### src/rtl/hazard_stall_ctrl_pkg.sv
`default_nettype none
// ============================================================================
// Module  : hazard_stall_ctrl_pkg
// Brief   : Shared encodings and constants for the DLX pipeline sequencer.
// Revision: 1.0 - initial release
// ============================================================================
package hazard_stall_ctrl_pkg;

  typedef enum logic [1:0] {
    ST_IDLE     = 2'd0,
    ST_MUL_BUSY = 2'd1,
    ST_MUL_DONE = 2'd2
  } state_t;

  localparam logic [4:0] REG_ZERO    = 5'd0;
  localparam logic [4:0] LINK_REG    = 5'd31;
  localparam int         MUL_LAT_DEF = 4;
  localparam int         MUL_CNT_W   = 5;

endpackage
`default_nettype wire

### src/rtl/hazard_stall_ctrl_sat_counter.sv
`default_nettype none
// ============================================================================
// Module  : sat_counter
// Brief   : Up counter that sticks at all-ones instead of wrapping.
// Revision: 1.0 - initial release
// ============================================================================
module sat_counter #(
  parameter int W = 32
) (
  input  logic         clk,
  input  logic         reset,
  input  logic         inc,
  output logic [W-1:0] count
);

  always_ff @(posedge clk or posedge reset) begin
    if (reset) begin
      count <= '0;
    end else if (inc && (count != {W{1'b1}})) begin
      count <= count + 1'b1;
    end
  end

endmodule
`default_nettype wire

### src/rtl/hazard_stall_ctrl.sv
`default_nettype none
// ============================================================================
// Module  : hazard_stall_ctrl
// Brief   : ID-stage sequencer: load-use bubbles, multiplier freeze, redirect
//           flush and saturating stall/flush performance counters.
// Revision: 1.0 - initial release
// ============================================================================
module hazard_stall_ctrl
  import hazard_stall_ctrl_pkg::*;
#(
  parameter int MUL_LAT = MUL_LAT_DEF,
  parameter int CNT_W   = 32
) (
  input  logic             clk,
  input  logic             reset,
  input  logic             id_valid,
  input  logic [4:0]       id_rs1,
  input  logic [4:0]       id_rs2,
  input  logic             id_uses_rs1,
  input  logic             id_uses_rs2,
  input  logic             ex_valid,
  input  logic [4:0]       ex_rd,
  input  logic             ex_RegWrite,
  input  logic             ex_MemToReg,
  input  logic             ex_mul,
  input  logic             ex_redirect,
  output logic             pc_write_en,
  output logic             ifid_write_en,
  output logic             idex_write_en,
  output logic             idex_bubble,
  output logic             ifid_flush,
  output logic             exmem_bubble,
  output logic             mul_start,
  output logic             mul_busy,
  output logic [CNT_W-1:0] stall_cycles,
  output logic [CNT_W-1:0] flush_count
);

  state_t                 r_state;
  logic [MUL_CNT_W-1:0]   r_cnt;
  logic                   w_mul_go;
  logic                   w_redirect;
  logic                   w_load_use;
  logic                   w_stall_inc;

  assign w_mul_go   = ex_valid & ex_mul;
  assign w_redirect = ex_valid & ex_redirect;
  assign w_load_use = ex_valid & ex_RegWrite & ex_MemToReg & (ex_rd != REG_ZERO) &
                      id_valid &
                      ((id_uses_rs1 & (id_rs1 == ex_rd)) |
                       (id_uses_rs2 & (id_rs2 == ex_rd)));

  // The IDLE cycle that sees the mul is the first freeze cycle, hence MUL_LAT-2.
  always_ff @(posedge clk or posedge reset) begin
    if (reset) begin
      r_state <= ST_IDLE;
      r_cnt   <= '0;
    end else begin
      case (r_state)
        ST_IDLE: begin
          if (w_mul_go) begin
            r_cnt   <= MUL_CNT_W'(MUL_LAT - 2);
            r_state <= (MUL_LAT == 2) ? ST_MUL_DONE : ST_MUL_BUSY;
          end
        end
        ST_MUL_BUSY: begin
          r_cnt <= r_cnt - 1'b1;
          if (r_cnt == MUL_CNT_W'(1)) begin
            r_state <= ST_MUL_DONE;
          end
        end
        ST_MUL_DONE: r_state <= ST_IDLE;
        default:     r_state <= ST_IDLE;
      endcase
    end
  end

  // Reset gates the decode so outputs return to pass-through without a clock.
  always_comb begin
    pc_write_en   = 1'b1;
    ifid_write_en = 1'b1;
    idex_write_en = 1'b1;
    idex_bubble   = 1'b0;
    ifid_flush    = 1'b0;
    exmem_bubble  = 1'b0;
    mul_start     = 1'b0;
    mul_busy      = 1'b0;
    if (!reset) begin
      case (r_state)
        ST_IDLE: begin
          if (w_mul_go) begin
            pc_write_en   = 1'b0;
            ifid_write_en = 1'b0;
            idex_write_en = 1'b0;
            exmem_bubble  = 1'b1;
            mul_start     = 1'b1;
            mul_busy      = 1'b1;
          end else if (w_redirect) begin
            ifid_flush  = 1'b1;
            idex_bubble = 1'b1;
          end else if (w_load_use) begin
            pc_write_en   = 1'b0;
            ifid_write_en = 1'b0;
            idex_bubble   = 1'b1;
          end
        end
        ST_MUL_BUSY: begin
          pc_write_en   = 1'b0;
          ifid_write_en = 1'b0;
          idex_write_en = 1'b0;
          exmem_bubble  = 1'b1;
          mul_busy      = 1'b1;
        end
        default: ;
      endcase
    end
  end

  assign w_stall_inc = ~pc_write_en;

  sat_counter #(.W(CNT_W)) u_stall_cnt (
    .clk   (clk),
    .reset (reset),
    .inc   (w_stall_inc),
    .count (stall_cycles)
  );

  sat_counter #(.W(CNT_W)) u_flush_cnt (
    .clk   (clk),
    .reset (reset),
    .inc   (ifid_flush),
    .count (flush_count)
  );

endmodule
`default_nettype wire

### config.mk
export PLATFORM = sky130hd
export DESIGN_NAME = hazard_stall_ctrl
export DESIGN_NICKNAME = d
export VERILOG_FILES = /design/src/rtl/hazard_stall_ctrl_pkg.sv /design/src/rtl/hazard_stall_ctrl_sat_counter.sv /design/src/rtl/hazard_stall_ctrl.sv
export SDC_FILE = /design/constraint.sdc
export NUM_CORES = 1
export LEC_CHECK = 0
export BUFFER_PORTS_ARGS = -buffer_cell sky130_fd_sc_hd__buf_2
export CAP_MARGIN = 20
export CORE_MARGIN = 1.5
export CORE_UTILIZATION = 45
export CTS_BUF_LIST = sky130_fd_sc_hd__clkbuf_4 sky130_fd_sc_hd__clkbuf_8
export DETAILED_ROUTE_END_ITERATION = 8
export PLACE_DENSITY = 0.7
export SLEW_MARGIN = 10
export SYNTH_ARGS = -nofsm -noshare
export SYNTH_HDL_FRONTEND = slang
export SYNTH_SLANG_ARGS = --single-unit
### constraint.sdc
create_clock -name clk -period 6.25 [get_ports clk]
set_clock_uncertainty 0.1 [all_clocks]
set_input_delay 0.3125 -clock clk [delete_from_list [all_inputs] [get_ports clk]]
set_output_delay 0.3125 -clock clk [all_outputs]
set_load 0.01 [all_outputs]
==> qor.csv <==
metric,value,unit
Final Max Slew Viols,0,
core area,0.00813,sq mm
clk buf depth,2,
synth warn,0,
via count,2934,
number of cells on the critical path,7,
final instance area,0.00451,sq mm
Post-DP Area,0.00429,sq mm
Die W,94.0,um
RePlAce Congestion,0.804,
relative slew slack,0.412,
fin nets,484,
total CTS buffers,9,
vias in the first global route,2819,
WL/cell,14.1,um
DP HPWL,6000,um
drt pass-1 iters,4,
Top delay family on crit path,simple AND/OR/NAND/NOR gates,
global route total overflow,0,
starting density of the core,0.458,
diode count,0,
number of unique standard cell types used by synthesis,53,
largest net degree at the start of global routing,72,
ANT nets after route,0,
Area growth syn-to-layout,21.0,%
Rows,33,
Setup crit start kind,flip-flop,
vias per inst,5.19,
Final min period,2410,ps
"Slowest-stage cell, CP",dfrtp_1,
crit-path max cell delay,440,ps
Leak,0.00228,uW
first-pass GRT wire length,13300,um
Netlist Area Pre-Place,0.00373,sq mm
PortBufs,96,
drt total wl,7970,um
Hold WC Path Type,input pin to async pin,
Worst-Margin Slew,881,ps
final setup violation count,0,
Die Y,94.0,um
sequential fraction of the synthesis area,0.477,
"Req. time, crit path",6380,ps
clock sink count,71,
Final WS setup,3840,ps
cts repair resizes,0,
outcome,"finished, final reports clean",
clock root cell,clkbuf_8,
Setup Crit Path Kind,flip-flop to flip-flop,
Worst-Skew Late Latency,340,ps
DIE AREA,0.00884,sq mm
drt initial violations,124,
crit-path max FO,8,
I/O pin total,97,
GRT Util Overall,0.192,
"most common cell after layout, fill and taps aside",buf_2,
fmax,416,MHz
Final TNS setup,0,ps
post-CTS setup buffer count,0,
Final period util,0.385,
final hold viol count,0,
Cell Pwr Density,267,mW/mm^2
max-cap viol count,0,
share of cells above drive strength 1,0.304,
number of remaining DRC errors,0,
crit path cell chain,ha_1 -> nand4_1 -> nor4_4 -> nand2_1 -> o31a_1 -> nor2_1 -> mux2_2,
pre-CTS setup slack,3850,ps
Peak VDD IR,0.116,mV
Worst Reg-to-Reg Cells,7,
worst endpoint data arrival time,2530,ps
CTS Hold Bufs,0,
"CTS clk-pin slew, worst paths",90,ps
syn_area_per_cell,10.5,sq um
Worst setup EP type,flip-flop,
Yosys reg bits,71,
initial antenna violation count,0,
RSZ-0062 raised after global routing,false,
instance count of the mapped netlist,355,
most frequent cells in the layout,"96 x buf_2, 71 x dfrtp_1, 45 x xnor2_1, 35 x nand2_1, 31 x nand3_1",
CTS tree,yes,
H-tree depth,3,
Mapped Nets,384,
Crit path buffers/inverters,0,
cell type report:
type	count	area, sq um
clock buffers	9	124
clock inverters	7	97.6
fillers	712	3620
inverters	10	37.5
multi-input cells	266	1850
flip-flops and latches	71	1780
well taps	105	131
repair buffers	97	488
report_power, final:
part           switching, uW  internal (uW)
Combinational            134            103
Clock                    182            225
Sequential              54.9            503
Total                    371            831
Yosys cell counts, drive strengths merged:
library cell | count | area [sq um]
a32oi | 1 | 16.3
xor2 | 28 | 245
a41oi | 1 | 8.76
o31a | 1 | 8.76
nor3 | 20 | 111
or2 | 1 | 6.26
and4b | 1 | 10.0
o21a | 1 | 7.51
nor2 | 24 | 97.6
ha | 4 | 50.1
xnor2 | 46 | 410
o22a | 1 | 8.76
nor3b | 1 | 12.5
mux2 | 2 | 22.5
dfrtp | 71 | 1780
and2 | 3 | 18.8
a21oi | 2 | 13.8
a41o | 1 | 10.0
nand4 | 20 | 146
nand2b | 1 | 6.26
o211a | 1 | 17.5
or3 | 7 | 48.8
o22ai | 1 | 6.26
a211o | 2 | 18.8
nor4 | 7 | 77.6
inv | 10 | 37.5
and4 | 7 | 63.8
clkbuf | 1 | 3.75
nand2 | 36 | 138
buf | 7 | 55.1
nor2b | 1 | 6.26
o21ai | 2 | 13.8
a21boi | 1 | 18.8
and3 | 8 | 50.1
a2bb2oi | 1 | 8.76
nand3 | 33 | 175
logic make-up after synthesis:
group	share of synthesized area
xor+xnor	0.176
compound gates	0.0423
simple gates	0.260
buf+inv	0.0258
mux	0.00604
flops	0.477
fa+ha+maj	0.0134
state kept, by name (all words and copies together) (netlist names):
signal and flops:
u_flush_cnt.count 32, r_cnt 5, u_stall_cnt.count 32, r_state 2
through the flow:
stage / total power (uW) / std cells / hold WS, ps / utilization
after floorplan: 732 / 355 / 406 / -
after global placement: 794 / 549 / 373 / 0.527
after detailed placement: 808 / 549 / 380 / 0.527
after CTS: 1220 / 565 / 200 / 0.554
after global routing: 1270 / 565 / 257 / 0.554
final: 1200 / 565 / 162 / 0.554
routing by layer:
layer	part of all wire	vias up	wire length, um	global-route usage
li1	-	1447	-	-
met1	0.46	1407	3690	0.255
met2	0.49	74	3900	0.317
met3	0.038	6	300	0.0340
met4	0.0089	0	71	0.0672
met5	0	-	0	0
tightest hold or removal path, delay by kind of cell:
family | cells | cell delay, ps
buffers and inverters | 3 | 840
worst paths after layout:
path,from,end,slack (ps)
setup / recovery,u_stall_cnt.count[0],u_stall_cnt.count[28],3840
hold / removal,reset,u_flush_cnt.count[2],160
setup reg to reg,u_stall_cnt.count[0],u_stall_cnt.count[28],3840
hold reg to reg,u_flush_cnt.count[16],u_flush_cnt.count[16],390
max in group asynchronous,reset,u_stall_cnt.count[8],5320
min in group clk,ex_mul,r_cnt[3],320
No activity file was read; power rests on OpenSTA's default activity.
